===== config.mk =====
export PLATFORM = sky130hd
export DESIGN_NAME = cga_pixel_shifter
export DESIGN_NICKNAME = d
export VERILOG_FILES = /design/src/rtl/cga_pkg.sv /design/src/rtl/cga_fetch_hold.sv /design/src/rtl/cga_pixel_shifter.sv
export SDC_FILE = /design/constraint.sdc
export NUM_CORES = 1
export LEC_CHECK = 0
export ABC_CLOCK_PERIOD_IN_PS = 3800
export BUFFER_PORTS_ARGS = -buffer_cell sky130_fd_sc_hd__buf_4
export CORE_ASPECT_RATIO = 1.5
export CORE_MARGIN = 10
export CORE_UTILIZATION = 50
export CTS_CLUSTER_SIZE = 16
export DETAILED_ROUTE_END_ITERATION = 8
export PLACE_DENSITY = 0.73
export SYNTH_ARGS = -nofsm -noshare
export SYNTH_HDL_FRONTEND = slang
export SYNTH_SLANG_ARGS = --single-unit
export TNS_END_PERCENT = 1

===== constraint.sdc =====
create_clock -name clk -period 3.8 [get_ports clk]
set_clock_uncertainty 0.15 [all_clocks]
set_input_delay 0.76 -clock clk [delete_from_list [all_inputs] [get_ports clk]]
set_output_delay 0.76 -clock clk [all_outputs]
set_load 0.03 [all_outputs]

===== src/rtl/cga_pkg.sv =====
// rtl/cga_pkg.sv - shared constants, holding states and cell mode encoding for the CGA pixel shifter
package cga_pkg;

  localparam int CELL_DOTS_80   = 8;
  localparam int CELL_DOTS_WIDE = 16;

  typedef enum logic [1:0] {
    HOLD_EMPTY = 2'd0,
    HOLD_FONT  = 2'd1,
    HOLD_FULL  = 2'd2
  } hold_state_t;

  typedef enum logic [2:0] {
    MODE_TEXT80 = 3'd0,
    MODE_TEXT40 = 3'd1,
    MODE_G320   = 3'd2,
    MODE_G640   = 3'd3,
    MODE_TANDY  = 3'd4
  } cell_mode_t;

  // Tandy 16-colour takes priority over 640 when both graphics selects are set.
  function automatic cell_mode_t decode_mode(input logic grph, input logic hres,
                                             input logic m640, input logic tandy);
    cell_mode_t m;
    if (!grph)      m = hres ? MODE_TEXT80 : MODE_TEXT40;
    else if (tandy) m = MODE_TANDY;
    else if (m640)  m = MODE_G640;
    else            m = MODE_G320;
    return m;
  endfunction

  function automatic logic is_text(input cell_mode_t m);
    return (m == MODE_TEXT80) || (m == MODE_TEXT40);
  endfunction

  function automatic logic [3:0] cell_last(input cell_mode_t m);
    return (m == MODE_TEXT80) ? 4'(CELL_DOTS_80 - 1) : 4'(CELL_DOTS_WIDE - 1);
  endfunction

endpackage


===== src/rtl/cga_fetch_hold.sv =====
// rtl/cga_fetch_hold.sv - one-word VRAM holding stage with font row fetch for text cells
module cga_fetch_hold
  import cga_pkg::*;
#(
  parameter int FONT_AW = 11
) (
  input  logic               clk,
  input  logic               reset_n,
  input  logic               grph_mode,
  input  logic [2:0]         row,
  input  logic               vram_valid,
  input  logic [15:0]        vram_data,
  input  logic               de_in,
  input  logic               cursor_in,
  input  logic [7:0]         font_data,
  input  logic               take,
  output logic               full,
  output logic [15:0]        word,
  output logic               de,
  output logic               cursor,
  output logic [FONT_AW-1:0] font_addr
);

  hold_state_t state;
  logic        accept;

  // A word arriving on the same clk the held word is consumed refills the stage.
  assign accept = vram_valid && ((state == HOLD_EMPTY) || ((state == HOLD_FULL) && take));
  assign full   = (state == HOLD_FULL);

  always_ff @(posedge clk or negedge reset_n) begin
    if (!reset_n) begin
      state     <= HOLD_EMPTY;
      word      <= 16'h0000;
      de        <= 1'b0;
      cursor    <= 1'b0;
      font_addr <= '0;
    end else begin
      if (accept) begin
        word   <= vram_data;
        de     <= de_in;
        cursor <= cursor_in;
        if (grph_mode) begin
          state <= HOLD_FULL;
        end else begin
          state     <= HOLD_FONT;
          font_addr <= FONT_AW'({vram_data[7:0], row});
        end
      end else if (state == HOLD_FONT) begin
        // Character code is replaced by its font row; attribute stays in the upper byte.
        word[7:0] <= font_data;
        state     <= HOLD_FULL;
      end else if ((state == HOLD_FULL) && take) begin
        state <= HOLD_EMPTY;
      end
    end
  end

endmodule


===== src/rtl/cga_pixel_shifter.sv =====
// rtl/cga_pixel_shifter.sv - serialises held VRAM cells into per-dot CGA pixel and attribute signals
module cga_pixel_shifter
  import cga_pkg::*;
#(
  parameter int FONT_AW = 11
) (
  input  logic               clk,
  input  logic               reset_n,
  input  logic               dot_ce,
  input  logic               grph_mode,
  input  logic               hres_mode,
  input  logic               mode_640,
  input  logic               tandy_16_mode,
  input  logic [4:0]         row_addr,
  input  logic               vram_valid,
  input  logic [15:0]        vram_data,
  input  logic               de_in,
  input  logic               cursor_in,
  output logic [FONT_AW-1:0] font_addr,
  input  logic [7:0]         font_data,
  output logic               cell_start,
  output logic [7:0]         att_byte,
  output logic               pix_in,
  output logic               c0,
  output logic               c1,
  output logic               pix_640,
  output logic [3:0]         pix_tandy,
  output logic               de_out,
  output logic               cursor_out,
  output logic               underrun,
  input  logic               underrun_clr
);

  logic [3:0]  cnt;
  logic [15:0] sh;
  logic [15:0] sh_next;
  cell_mode_t  mode_q;
  cell_mode_t  mode_next;
  logic        boundary;
  logic        hold_full;
  logic [15:0] hold_word;
  logic        hold_de;
  logic        hold_cursor;
  logic        unused_row;

  assign unused_row = ^row_addr[4:3];

  cga_fetch_hold #(
    .FONT_AW (FONT_AW)
  ) u_fetch_hold (
    .clk        (clk),
    .reset_n    (reset_n),
    .grph_mode  (grph_mode),
    .row        (row_addr[2:0]),
    .vram_valid (vram_valid),
    .vram_data  (vram_data),
    .de_in      (de_in),
    .cursor_in  (cursor_in),
    .font_data  (font_data),
    .take       (boundary),
    .full       (hold_full),
    .word       (hold_word),
    .de         (hold_de),
    .cursor     (hold_cursor),
    .font_addr  (font_addr)
  );

  assign boundary  = dot_ce && (cnt == cell_last(mode_q));
  assign mode_next = boundary ? decode_mode(grph_mode, hres_mode, mode_640, tandy_16_mode) : mode_q;

  // Shift happens when the dot about to be shown starts a new pixel of the active mode.
  always_comb begin
    sh_next = sh;
    if (boundary) begin
      if (!hold_full)               sh_next = 16'h0000;
      else if (is_text(mode_next))  sh_next = {8'h00, hold_word[7:0]};
      else                          sh_next = hold_word;
    end else if (dot_ce) begin
      case (mode_q)
        MODE_TEXT80, MODE_G640: sh_next = sh << 1;
        MODE_TEXT40:            if (cnt[0])         sh_next = sh << 1;
        MODE_G320:              if (cnt[0])         sh_next = sh << 2;
        MODE_TANDY:             if (cnt[1:0] == 2'd3) sh_next = sh << 4;
        default:                sh_next = sh;
      endcase
    end
  end

  always_ff @(posedge clk or negedge reset_n) begin
    if (!reset_n) begin
      cnt        <= 4'd0;
      mode_q     <= MODE_TEXT80;
      sh         <= 16'h0000;
      cell_start <= 1'b0;
      att_byte   <= 8'h00;
      de_out     <= 1'b0;
      cursor_out <= 1'b0;
      underrun   <= 1'b0;
      pix_in     <= 1'b0;
      c0         <= 1'b0;
      c1         <= 1'b0;
      pix_640    <= 1'b0;
      pix_tandy  <= 4'h0;
    end else begin
      if (dot_ce) cnt <= boundary ? 4'd0 : cnt + 4'd1;
      mode_q     <= mode_next;
      sh         <= sh_next;
      cell_start <= boundary;

      if (boundary) begin
        att_byte   <= (hold_full && is_text(mode_next)) ? hold_word[15:8] : 8'h00;
        de_out     <= hold_full && hold_de;
        cursor_out <= hold_full && hold_cursor;
      end

      // A starved boundary wins over a clear arriving on the same clk.
      if (boundary && !hold_full) underrun <= 1'b1;
      else if (underrun_clr)      underrun <= 1'b0;

      pix_in    <= is_text(mode_next) && sh_next[7];
      c1        <= (mode_next == MODE_G320) && sh_next[15];
      c0        <= (mode_next == MODE_G320) && sh_next[14];
      pix_640   <= (mode_next == MODE_G640) && sh_next[15];
      pix_tandy <= (mode_next == MODE_TANDY) ? sh_next[15:12] : 4'h0;
    end
  end

endmodule

After elaboration in Yosys (flattened, before gate mapping)
Index checks and enable logic that the tools add are counted.

Equal/unequal tests: 15. Multiply operators: 0. Add/subtract/negate cells: 1. Shift operators: 0. Bitwise gates (word level): 1. Reductions and logical operators: 25. Divide/modulo/power cells: 0. Order comparisons: 0. Multiplexer cells: 25.

Operators by type and width (count): 16-bit 2-to-1 mux (7); 16-bit case mux with 4 select lines (1); 8-bit 2-to-1 mux (3); 3-bit by 2-bit equality test with 1-bit output, second input constant (4); 4-bit 2-to-1 mux (3); 1-bit logical AND (11); 3-bit 2-to-1 mux (3); 3-bit inequality test, second input constant (3); 2-bit 2-to-1 mux (4); 3-bit by 1-bit equality test with 1-bit output, second input constant (2); 3-bit equality test, second input constant (2); 3-bit zero test (2); 2-bit nonzero test (3); 5-bit AND reduction (1); 5-bit nonzero test (1); 4-bit by 1-bit adder with 4-bit output, second input constant (1); 2-bit equality test, second input constant (2); 4-bit equality test (1); 1-bit 2-to-1 mux (4); 3-bit nonzero test (1); 2-bit by 1-bit equality test with 1-bit output, second input constant (1); 2-bit zero test (1); 1-bit logical OR (2); 2-bit AND reduction (1); 3 further kinds (3).

Latch bits: 0. Memory bits (writable): 0. Memories: 0. Bits of input ports: 40. Logic and storage cells: 87. Bits in read-only memories: 0. Register bits after elaboration: 74. Output and inout bits: 31.

Logic depth before layout (Yosys ltp)
Gate-level depths: netlist of run 1.

Word-level depth: 11. Mapped depth: 8. Mapped depth without buffers: 7.

Cells and area by module
From an unflattened synthesis of run 1, not the netlist that was laid out.

Cell total of the unflattened synthesis: 332. Area, all modules: 3721.1 µm².

Modules (own cells, without submodules): cga_pixel_shifter (area each 2342.2 µm², instances 1, sequential area each 1076.0 µm², cells each 253); cga_fetch_hold (area each 1378.8 µm², instances 1, sequential area each 775.7 µm², cells each 79).

Worst setup path before layout of run 1
OpenSTA, ideal clock, no wires.

Kind: input-to-reg. Start: in dot_ce. End: reg sh[10]. Arrival time: 2046 ps. Required time: 3525 ps. Setup time: 125 ps. Path slack: 1479 ps. Cell stages on the path: 6. Path buffers: 1. Cell sequence: and3_1 -> and2_1 -> o32ai_1 -> a21oi_1 -> buf_2 -> mux2_2.

Word-level cells in the longest chain between the ends: 7. Elaborated cells between the ends (all ways): 14. Classes of those cells: eq/ne (4); mux (4); reduce/logical (6).

Ends and longest elaborated chain: from (decl) (RTL line cga_pixel_shifter.sv:9) `input logic dot_ce,`; 1-bit logical AND (RTL line cga_pixel_shifter.sv:68) `assign boundary = dot_ce && (cnt == cell_last(mode_q));`; 3-bit 2-to-1 mux (RTL line cga_pixel_shifter.sv:69) `assign mode_next = boundary ? decode_mode(grph_mode, hres_mode, mode_640, tandy_16_mode) : mode_q;`; 3-bit by 1-bit equality test with 1-bit output / 3-bit zero test (equally long branches) (RTL line cga_pkg.sv:33) `return (m == MODE_TEXT80) || (m == MODE_TEXT40);`; 1-bit logical OR (RTL line cga_pkg.sv:33); 16-bit 2-to-1 mux (RTL line cga_pixel_shifter.sv:76) `else if (is_text(mode_next)) sh_next = {8'h00, hold_word[7:0]};`; 16-bit 2-to-1 mux (RTL line cga_pixel_shifter.sv:75) `if (!hold_full) sh_next = 16'h0000;`; 16-bit 2-to-1 mux (RTL line cga_pixel_shifter.sv:74) `if (boundary) begin`; to (signal assigned) (RTL line cga_pixel_shifter.sv:107) `sh <= sh_next;`; to (decl) (RTL line cga_pixel_shifter.sv:35) `logic [15:0] sh;`.

Parallel ways exist; a longest one is shown, timed or not. A chain may end at the register's enable or synchronous reset.

Final worst setup path of run 1
Start: reg mode_q[2]. End: reg u_fetch_hold.font_addr[1].

Word-level cells in the longest chain between the ends: 8.

Ends and longest elaborated chain: from (decl) (RTL line cga_pixel_shifter.sv:37) `cell_mode_t mode_q;`; from (signal assigned) (RTL line cga_pixel_shifter.sv:106) `mode_q <= mode_next;`; 3-bit zero test (RTL line cga_pkg.sv:37) `return (m == MODE_TEXT80) ? 4'(CELL_DOTS_80 - 1) : 4'(CELL_DOTS_WIDE - 1);`; 4-bit 2-to-1 mux (RTL line cga_pkg.sv:37); 4-bit equality test (RTL line cga_pixel_shifter.sv:68); 1-bit logical AND (RTL line cga_pixel_shifter.sv:68); net boundary (RTL line cga_pixel_shifter.sv:39) `logic boundary;`; 1-bit logical AND (RTL line cga_fetch_hold.sv:28) `assign accept = vram_valid && ((state == HOLD_EMPTY) || ((state == HOLD_FULL) && take));`; 1-bit logical OR (RTL line cga_fetch_hold.sv:28); 1-bit logical AND (RTL line cga_fetch_hold.sv:28); 2-bit AND reduction (no source line); to (signal assigned) (RTL line cga_fetch_hold.sv:47) `font_addr <= FONT_AW'({vram_data[7:0], row});`; to (decl) (RTL line cga_fetch_hold.sv:21) `output logic [FONT_AW-1:0] font_addr`.

The timed path passes the listed nets, and every way through them passes these cells.

==> flow_summary_export.csv, run 1 <==
group,metric,value,unit
detailed_routing,wirelength,8610,um
floorplan,die_w,89.3,um
grt,track_usage,16.6,%
floorplan,core_area,0.00694,mm2
setup_path,cp_top_family,"simple AND/OR/NAND/NOR gates",
clocking,cts.repair_timing.setup_buffer_count,0,
setup_path,crit_fanout,21,
detailed_routing,met1Wirelength,3460,um
detailed_routing,routed_wire_length_on_met2,4530,um
final_layout,final_net_count,465,
sta,fin_crit_sh,74.2,%
detailed_routing,routed-via-count,2895,
grt,remaining_global_route_overflow,0,
sta,totalNegativeSetupSlack,0,ns
logic_synthesis,post_synth_arst_share,100,%
power,power_density,712,mW/mm2
setup_path,worstSetupStartpointType,"flip-flop",
placement,gpl_congestion,0.904,
setup_path,criticalPathCategory,"reg2reg",
sta,final_max_slew_viol_count,0,
setup_path,critical_path_depth,7,
detailed_routing,route.detailed.vias_per_inst,5.78,
logic_synthesis,synth_flop_cell,"sky130_fd_sc_hd__dfrtp_1",
worst_hold_path,timing.hold.worst.class,"reg2reg",
setup_path,cp_slowest_cell,"sky130_fd_sc_hd__dfrtp_1",
clocking,clkSlewWorstSetupHoldPaths,0.07,ns
final_layout,syn_to_final_growth,19.7,%
logic_synthesis,syn-num-nets,399,
sta,clock.fmax,354,MHz
floorplan,die_area,0.0111,mm2
grt,antenna_violations_before_repair,0,
grt,maximum_number_of_pins_on_one_net_before_global_route_repair,75,
detailed_routing,drt_first_pass_iters,4,
clocking,numClockSinks,74,
logic_synthesis,synthMostInstantiatedCell,"sky130_fd_sc_hd__dfrtp_1",
job,maxCapViolations,0,
clocking,root_buffer,"sky130_fd_sc_hd__clkbuf_8",
sta,worst_max_slew_pin_slew,0.907,ns
grt,wire_length_of_the_first_global_routing_pass,14200,um
detailed_routing,top_signal_layer_used,"met4",
logic_synthesis,synth_top_area_share,51.4,%
power,finalPower,0.00307,W
floorplan,rows,37,
setup_path,worst_ep_arrival_time,2.91,ns
logic_synthesis,synthTopCellsByArea,"sky130_fd_sc_hd__dfrtp_1 (51%), sky130_fd_sc_hd__nand2_1 (7.0%), sky130_fd_sc_hd__mux2_2 (4.1%)",
detailed_routing,drcViolationCount,0,
final_layout,antennaDiodeCount,0,
logic_synthesis,post-synth-top-area-cell,"sky130_fd_sc_hd__dfrtp_1",
placement,place.detailed.hpwl,6450,um
worst_hold_path,min_delay_path_depth,2,
power,power.ir.vdd_worst,0.377,mV
final_layout,final_layout_size_suffix_gt1_share,25.3,%
sta,fin_worst_hold_slack,0.319,ns
logic_synthesis,postSynthAreaPerCell,10.1,um2
clocking,ctsHoldBuffers,0,
setup_path,critical-path-max-stage-delay,0.62,ns
logic_synthesis,synth_top_cells_by_count,"sky130_fd_sc_hd__dfrtp_1 (74), sky130_fd_sc_hd__nand2_1 (67), sky130_fd_sc_hd__o21ai_0 (20), sky130_fd_sc_hd__nor2_1 (16), sky130_fd_sc_hd__mux2_2 (13)",
logic_synthesis,yosys_register_bits,74,
clocking,cts_made_buffers,9,
detailed_routing,met3WireLength,480,um
sta,finalSetupViolations,0,
clocking,clock_tree.htree_level_count,3,
power,total_leakage_power,2.10,nW
floorplan,chipHeight,124,um
clocking,cts_repair_resize_count,0,
sta,maxSlewHeadroom,39.5,%
sta,period_minus_slack,2.82,ns
clocking,max_root_sink_buffers,2,
logic_synthesis,synth_cell_type_count,52,
setup_path,cp.buffers_inverters,2,
logic_synthesis,post_syn_area,0.00360,mm2
clocking,clkLatencyLatePin,0.36,ns
setup_path,wp_data_required,3.89,ns
logic_synthesis,synth_edf_count,0,
floorplan,initial_utilization,51.9,%
detailed_routing,detail_route.iter0.violations,199,
setup_path,worst_setup_path_end_kind,"flip-flop",
logic_synthesis,netlist_instances,357,
clocking,cts_tree,"done",
detailed_routing,routedWlPerCell,17.2,um
logic_synthesis,yosysWarnings,0,
logic_synthesis,yosysSeqAreaShare,51.4,%
grt,number_of_global_route_vias_before_repair,2935,
floorplan,top_level_ports,71,
sta,finalHoldViolations,0,
setup_path,timing.critical_path.cells,"nor4_2 -> o21ai_4 -> inv_4 -> o21ai_2 -> buf_4 -> nor2_2 -> mux2_2",
sta,grt_setup_unrepaired,"no",
setup_path,worst-r2r-cell-count,7,
detailed_routing,antenna_violating_nets_left,0,
outcome,outcome,"finished clean",
placement,io_buffers,68,
[per-stage QoR]
stage	area, um2	util, %	instances	setup slack (ns)
floorplan	3600	-	357	1.48
global placement	4180	60.2	490	0.873
detailed placement	4180	60.2	490	0.853
CTS	4310	62.1	501	0.953
global route	4310	62.1	501	0.767
finish	4310	62.1	501	0.979
[per-layer routing]
layer | track usage, % | up-vias
li1 | - | 1414
met1 | 18.4 | 1403
met2 | 28.7 | 66
met3 | 4.84 | 12
met4 | 7.09 | 0
met5 | 0 | -
[final timing paths]
path,startpoint,end,slack (ns)
worst min register to register,de_out,de_out,0.32
max in group asynchronous,reset_n,u_fetch_hold.font_addr[3],2.52
min in group asynchronous,reset_n,cnt[1],0.38
worst min-delay path,de_out,de_out,0.32
worst max register to register,mode_q[2],u_fetch_hold.font_addr[1],0.98
worst max-delay path,mode_q[2],u_fetch_hold.font_addr[1],0.98
[flip-flops by register name (all words and copies together) (netlist names)]
name	flops
sh	16
u_fetch_hold.word	16
u_fetch_hold.font_addr	11
att_byte	8
cnt	4
pix_tandy	4
mode_q	3
u_fetch_hold.state	2
c0	1
c1	1
cell_start	1
cursor_out	1
de_out	1
pix_640	1
pix_in	1
u_fetch_hold.cursor	1
u_fetch_hold.de	1
underrun	1
[layout make-up]
cell class                      instances  area, um2
Clock inverter                          2       10.0
Multi-Input combinational cell        251       1620
Timing Repair Buffer                   75        563
Tap cell                               78       97.6
Sequential cell                        74       1850
Fill cell                             611       2630
Clock buffer                            9        124
Inverter                               12       47.5
[placed cells by master (no fill, tap or decap), drive strengths merged, types with 2 or more instances in the layout]
| cell | n |
|---|---|
| a221o | 2 |
| o2bb2ai | 9 |
| nor2b | 4 |
| a21oi | 9 |
| o211ai | 2 |
| a222oi | 7 |
| mux2i | 3 |
| clkinv | 2 |
| nand2 | 67 |
| xnor2 | 2 |
| clkbuf | 9 |
| mux2 | 22 |
| a31oi | 5 |
| o21ai | 23 |
| a22oi | 3 |
| a32oi | 4 |
| and3 | 2 |
| ha | 2 |
| nand2b | 8 |
| dfrtp | 74 |
| a211oi | 2 |
| nor3 | 6 |
| o21a | 3 |
| buf | 75 |
| a21o | 9 |
| nor2 | 17 |
| a22o | 11 |
| o31ai | 3 |
| and2 | 2 |
| o22ai | 2 |
| inv | 12 |
| nand3 | 10 |
[power by group]
part           internal [W]  switching [W]  leakage [nW]  total (W)
logic              0.000526       0.000775          1.06    0.00130
clock network      0.000216       0.000266        0.0725   0.000482
registers           0.00106       0.000231         0.968    0.00129
[worst min-delay path, stage by stage (launching register included)]
cell	delay (ns)
sky130_fd_sc_hd__dfrtp_1	0.34
sky130_fd_sc_hd__nand2_1	0.05
sky130_fd_sc_hd__nand2_1	0.05
[logic make-up after synthesis]
family	synth area share, %
flops	51.4
simple gates	15.3
mux	7.71
fa+ha+maj	0.694
xor+xnor	0.729
buf+inv	3.72
compound gates	20.5
Power figures use the tool's default switching activity.
==> inputs of run 2 (changes only) <==
ABC_CLOCK_PERIOD_IN_PS = 3000   (was 3800)
clock period = 3 ns   (was 3.8 ns; I/O delays follow)
==> flow_summary_export.csv, run 2 (synthesized netlist as in run 1, its figures left out) <==
group,metric,value,unit
clocking,clkLatencyLatePin,0.36,ns
final_layout,antennaDiodeCount,0,
final_layout,final_layout_size_suffix_gt1_share,26.8,%
detailed_routing,drt_first_pass_iters,4,
floorplan,core_area,0.00694,mm2
power,power.ir.vdd_worst,0.624,mV
setup_path,worst-r2r-cell-count,6,
placement,place.detailed.hpwl,6610,um
power,total_leakage_power,2.15,nW
detailed_routing,route.detailed.vias_per_inst,5.87,
floorplan,chipHeight,124,um
clocking,root_buffer,"sky130_fd_sc_hd__clkbuf_8",
setup_path,critical_path_depth,6,
clocking,cts_repair_resize_count,0,
grt,maximum_number_of_pins_on_one_net_before_global_route_repair,75,
power,p_comb_share,40.5,%
placement,detailed_place.area,0.00422,mm2
grt,remaining_global_route_overflow,0,
power,cellInternalPower,0.00243,W
grt,wire_length_of_the_first_global_routing_pass,14700,um
final_layout,num-fill-cells,592,
setup_path,criticalPathCategory,"reg2reg",
grt,number_of_global_route_vias_before_repair,3033,
sta,clock.fmax,388,MHz
setup_path,setup.worst_path.start,"mode_q[1]",
job,maxCapViolations,0,
sta,finalSetupViolations,0,
setup_path,cp_slowest_cell,"sky130_fd_sc_hd__dfrtp_1",
clocking,clkSlewWorstSetupHoldPaths,0.09,ns
final_layout,mostFrequentLayoutCells,"sky130_fd_sc_hd__buf_4 (80), sky130_fd_sc_hd__dfrtp_1 (74), sky130_fd_sc_hd__nand2_1 (67)",
sta,worst_max_slew_pin_slew,0.919,ns
detailed_routing,drcViolationCount,0,
setup_path,cp-endpoint,"sh[5]",
sta,final_max_slew_viol_count,0,
clocking,max_root_sink_buffers,2,
floorplan,top_level_ports,71,
setup_path,worstSetupStartpointType,"flip-flop",
setup_path,cp.buffers_inverters,1,
clocking,cts_made_buffers,9,
setup_path,r2r_setup_slk,0.42,ns
placement,gpl_congestion,0.908,
outcome,outcome,"finished clean",
setup_path,critical_register_to_register_path_endpoint,"sh[5]",
detailed_routing,wirelength,9030,um
clocking,cts_tree,"done",
power,power.sequential.fraction,39.8,%
floorplan,die_w,89.3,um
sta,totalNegativeSetupSlack,0,ns
sta,grt_setup_unrepaired,"no",
setup_path,critical-path-max-stage-delay,0.60,ns
floorplan,initial_utilization,51.9,%
floorplan,rows,37,
detailed_routing,detail_route.iter0.violations,189,
clocking,numClockSinks,74,
power,power.net_switching,0.00169,W
clocking,ctsHoldBuffers,0,
sta,period_minus_slack,2.58,ns
setup_path,cp_top_family,"compound AO/OA/AOI/OAI gates",
power,power_density,931,mW/mm2
sta,maxSlewHeadroom,38.7,%
final_layout,post-route-cell-area,0.00442,mm2
sta,finalHoldViolations,0,
detailed_routing,antenna_violating_nets_left,0,
grt,antenna_violations_before_repair,0,
worst_hold_path,timing.hold.worst.class,"in2async",
setup_path,timing.critical_path.cells,"o31a_1 -> o21ai_4 -> buf_4 -> nand3_1 -> o2bb2ai_1 -> mux2_2",
detailed_routing,routedWlPerCell,17.7,um
setup_path,worst_setup_path_end_kind,"flip-flop",
power,swShare,41.1,%
final_layout,final_net_count,470,
grt,track_usage,17.0,%
power,finalPower,0.00412,W
final_layout,mostFrequentLayoutCell,"sky130_fd_sc_hd__buf_4",
floorplan,die_area,0.0111,mm2
final_layout,syn_to_final_growth,22.6,%
setup_path,rr_startpoint,"mode_q[1]",
clocking,clock_tree.htree_level_count,3,
setup_path,wp_data_required,3.15,ns
clocking,cts.repair_timing.setup_buffer_count,0,
setup_path,crit_fanout,32,
final_layout,reg.largest.list,"sh: 16 flops, u_fetch_hold.word: 16 flops, u_fetch_hold.font_addr: 11 flops",
detailed_routing,routed-via-count,3001,
sta,fin_crit_sh,85.8,%
power,p_clk_share,19.7,%
placement,io_buffers,68,
setup_path,worst_ep_arrival_time,2.72,ns
==> run 2: cell types whose count changed in the layout (fill, tap and decap cells not counted) <==
cell                         delta
sky130_fd_sc_hd__buf_4          +5
sky130_fd_sc_hd__clkinv_2       -2
sky130_fd_sc_hd__clkinvlp_4     +2
sky130_fd_sc_hd__bufinv_16      +1
sky130_fd_sc_hd__clkbuf_1       +1
sky130_fd_sc_hd__clkbuf_8       +1
sky130_fd_sc_hd__clkinv_4       +1
sky130_fd_sc_hd__inv_6          +1
==> run 2: worst reg2reg max path, cell delays in order, from the launching register on <==
cell	delay, ns
sky130_fd_sc_hd__dfrtp_1	0.60
sky130_fd_sc_hd__o31a_1	0.39
sky130_fd_sc_hd__o21ai_4	0.29
sky130_fd_sc_hd__buf_4	0.39
sky130_fd_sc_hd__nand3_1	0.30
sky130_fd_sc_hd__o2bb2ai_1	0.22
sky130_fd_sc_hd__mux2_2	0.17
==> run 2: stage by stage <==
step	util (%)	hold slack, ns	setup WS (ns)	std cells
6_report	63.6	0.211	0.425	511
2_1_floorplan	-	0.154	0.797	357
3_5_place_dp	60.7	0.312	0.478	495
4_1_cts	63.6	0.245	0.447	511
3_3_place_gp	60.7	0.304	0.526	495
5_1_grt	63.6	0.263	0.294	511
==> run 2: area by class of cell <==
class	instances	area (um2)	share of cell area, %
timing repair buffer	80	601	13.6
sequential	74	1850	41.9
clock inverter	5	62.6	1.42
inverter	12	47.5	1.08
clock buffer	11	141	3.20
tap	78	97.6	2.21
multi-input combinational	251	1620	36.6
==> run 2: power groups by stage <==
| stage | combinational [W] | clock [W] | sequential (W) |
|---|---|---|---|
| 2_1_floorplan | 0.000926 | 0 | 0.00181 |
| 5_1_grt | 0.00182 | 0.000866 | 0.00169 |
| 3_5_place_dp | 0.00167 | 0 | 0.00165 |
| 6_report | 0.00167 | 0.000809 | 0.00164 |
| 3_3_place_gp | 0.00164 | 0 | 0.00164 |
| 4_1_cts | 0.00168 | 0.000829 | 0.00164 |
==> run 2: worst min-delay path by stage <==
stage	to	slack [ns]	cells after the start
finish	c1	0.21	1
floorplan	att_byte[0]	0.15	0
global route	u_fetch_hold.de	0.26	3
detailed placement	u_fetch_hold.de	0.31	2
global placement	de_out	0.30	2
CTS	att_byte[4]	0.24	1
==> run 2: per-layer routing <==
metal | GRT usage (%) | vias up | part of all wire, %
li1 | - | 1426 | -
met1 | 18.6 | 1461 | 39
met2 | 29.7 | 99 | 53
met3 | 4.84 | 15 | 5.9
met4 | 7.29 | 0 | 2.2
met5 | 0 | - | 0
==> inputs of run 3 (changes only) <==
CTS_BUF_LIST = sky130_fd_sc_hd__clkbuf_8   (was default)
PLACE_DENSITY = default   (was 0.73)
PLACE_DENSITY_LB_ADDON = 0.08   (was default)
==> flow_summary_export.csv, run 3 (synthesized netlist as in run 1, its figures left out) <==
group,metric,value,unit
sta,clock.fmax,393,MHz
final_layout,final_layout_size_suffix_gt1_share,26.2,%
sta,maxSlewHeadroom,39.8,%
final_layout,reg.largest.list,"sh: 16 flops, u_fetch_hold.word: 16 flops, u_fetch_hold.font_addr: 11 flops",
floorplan,die_area,0.0111,mm2
clocking,cts_made_buffers,9,
final_layout,mostFrequentLayoutCell,"sky130_fd_sc_hd__buf_4",
setup_path,cp_slowest_cell,"sky130_fd_sc_hd__dfrtp_1",
grt,maximum_number_of_pins_on_one_net_before_global_route_repair,75,
setup_path,timing.critical_path.cells,"nor4_2 -> o21ai_4 -> inv_4 -> o21ai_2 -> nor2_2 -> mux2_2",
sta,grt_setup_unrepaired,"no",
power,power.net_switching,0.00164,W
power,finalPower,0.00416,W
clocking,clock_tree.htree_level_count,3,
clocking,cts_tree,"done",
floorplan,chipHeight,124,um
clocking,numClockSinks,74,
power,power.sequential.fraction,39.3,%
setup_path,wp_data_required,3.08,ns
clocking,max_root_sink_buffers,2,
final_layout,antennaDiodeCount,0,
final_layout,syn_to_final_growth,22.8,%
detailed_routing,drt_first_pass_iters,5,
detailed_routing,routed-via-count,2950,
sta,worst_max_slew_pin_slew,0.904,ns
floorplan,top_level_ports,71,
setup_path,critical-path-max-stage-delay,0.53,ns
clocking,clkSlewWorstSetupHoldPaths,0.07,ns
setup_path,worstSetupStartpointType,"flip-flop",
power,swShare,39.4,%
clocking,cts_repair_resize_count,0,
setup_path,worst_ep_arrival_time,2.62,ns
sta,final_max_slew_viol_count,0,
grt,antenna_violations_before_repair,0,
power,power_density,941,mW/mm2
outcome,outcome,"finished clean",
final_layout,mostFrequentLayoutCells,"sky130_fd_sc_hd__buf_4 (79), sky130_fd_sc_hd__dfrtp_1 (74), sky130_fd_sc_hd__nand2_1 (67)",
power,total_leakage_power,2.17,nW
detailed_routing,drcViolationCount,0,
clocking,root_buffer,"sky130_fd_sc_hd__clkbuf_8",
floorplan,core_area,0.00694,mm2
power,cellInternalPower,0.00252,W
placement,place.detailed.hpwl,6600,um
setup_path,r2r_setup_slk,0.46,ns
floorplan,rows,37,
job,maxCapViolations,0,
placement,io_buffers,68,
power,p_comb_share,40.2,%
detailed_routing,detail_route.iter0.violations,222,
detailed_routing,antenna_violating_nets_left,0,
setup_path,worst_setup_path_end_kind,"flip-flop",
floorplan,die_w,89.3,um
power,power.ir.vdd_worst,0.546,mV
final_layout,num-fill-cells,576,
clocking,cts.repair_timing.setup_buffer_count,0,
grt,remaining_global_route_overflow,0,
clocking,ctsHoldBuffers,0,
detailed_routing,route.detailed.vias_per_inst,5.80,
setup_path,criticalPathCategory,"reg2reg",
clocking,clkLatencyLatePin,0.34,ns
grt,number_of_global_route_vias_before_repair,2977,
sta,period_minus_slack,2.54,ns
sta,totalNegativeSetupSlack,0,ns
detailed_routing,routedWlPerCell,17.6,um
grt,wire_length_of_the_first_global_routing_pass,14600,um
final_layout,final_net_count,469,
sta,finalSetupViolations,0,
power,p_clk_share,20.5,%
worst_hold_path,timing.hold.worst.class,"in2async",
grt,track_usage,16.8,%
placement,gpl_congestion,0.865,
detailed_routing,wirelength,8940,um
setup_path,crit_fanout,13,
sta,fin_crit_sh,84.7,%
sta,finalHoldViolations,0,
floorplan,initial_utilization,51.9,%
run 3: cell types whose count changed in the layout (fill, tap and decap cells not counted), sizes merged:
| cell | delta |
|---|---|
| clkinvlp | -2 |
| buf | -1 |
| bufinv | +1 |
| clkinv | -1 |
| inv | +1 |
run 3: final timing paths:
check / endpoint / depth (start not counted) / from
max in group asynchronous: cnt[0] / 1 / reset_n
setup reg to reg: u_fetch_hold.font_addr[0] / 6 / mode_q[2]
hold / removal: c1 / 1 / reset_n
min in group clk: u_fetch_hold.cursor / 3 / cursor_in
hold reg to reg: de_out / 2 / de_out
setup / recovery: u_fetch_hold.font_addr[0] / 6 / mode_q[2]
run 3: stage by stage:
step	setup WS (ns)	instance area [um2]	hold WS (ns)	util, %	std cells
floorplan	0.797	3600	0.154	-	357
global placement	0.361	4210	0.306	60.6	494
detailed placement	0.376	4210	0.308	60.6	494
CTS	0.453	4430	0.277	63.7	509
global route	0.282	4430	0.289	63.7	509
finish	0.458	4430	0.222	63.7	509
run 3: area by class of cell:
cell class | instances | area [um2] | share of cell area, %
clock inverter | 4 | 67.6 | 1.53
timing repair buffer | 79 | 593 | 13.4
multi-input combinational | 251 | 1620 | 36.5
tap | 78 | 97.6 | 2.20
clock buffer | 11 | 151 | 3.42
sequential | 74 | 1850 | 41.8
inverter | 12 | 47.5 | 1.07
run 3: power groups by stage:
stage / registers [W] / clock network, W / logic (W)
2_1_floorplan: 0.00181 / 0 / 0.000926
3_3_place_gp: 0.00164 / 0 / 0.00166
3_5_place_dp: 0.00165 / 0 / 0.00169
4_1_cts: 0.00163 / 0.000866 / 0.00169
5_1_grt: 0.00168 / 0.000910 / 0.00185
6_report: 0.00164 / 0.000853 / 0.00167
run 3: worst max-delay path, delay by kind of cell (launching register included):
kind	cells	cell delay [ns]
simple gates	2	0.93
flops	1	0.53
mux	1	0.40
compound gates	2	0.24
buf+inv	1	0.17
run 3: layer usage:
| layer | vias to the layer above | global-route usage (%) | share of wire [%] |
|---|---|---|---|
| met3 | 9 | 5.10 | 6.3 |
| met4 | 0 | 6.59 | 1.5 |
| met2 | 85 | 28.9 | 52 |
| met1 | 1427 | 18.9 | 40 |
| li1 | 1429 | - | - |
| met5 | - | 0 | 0 |
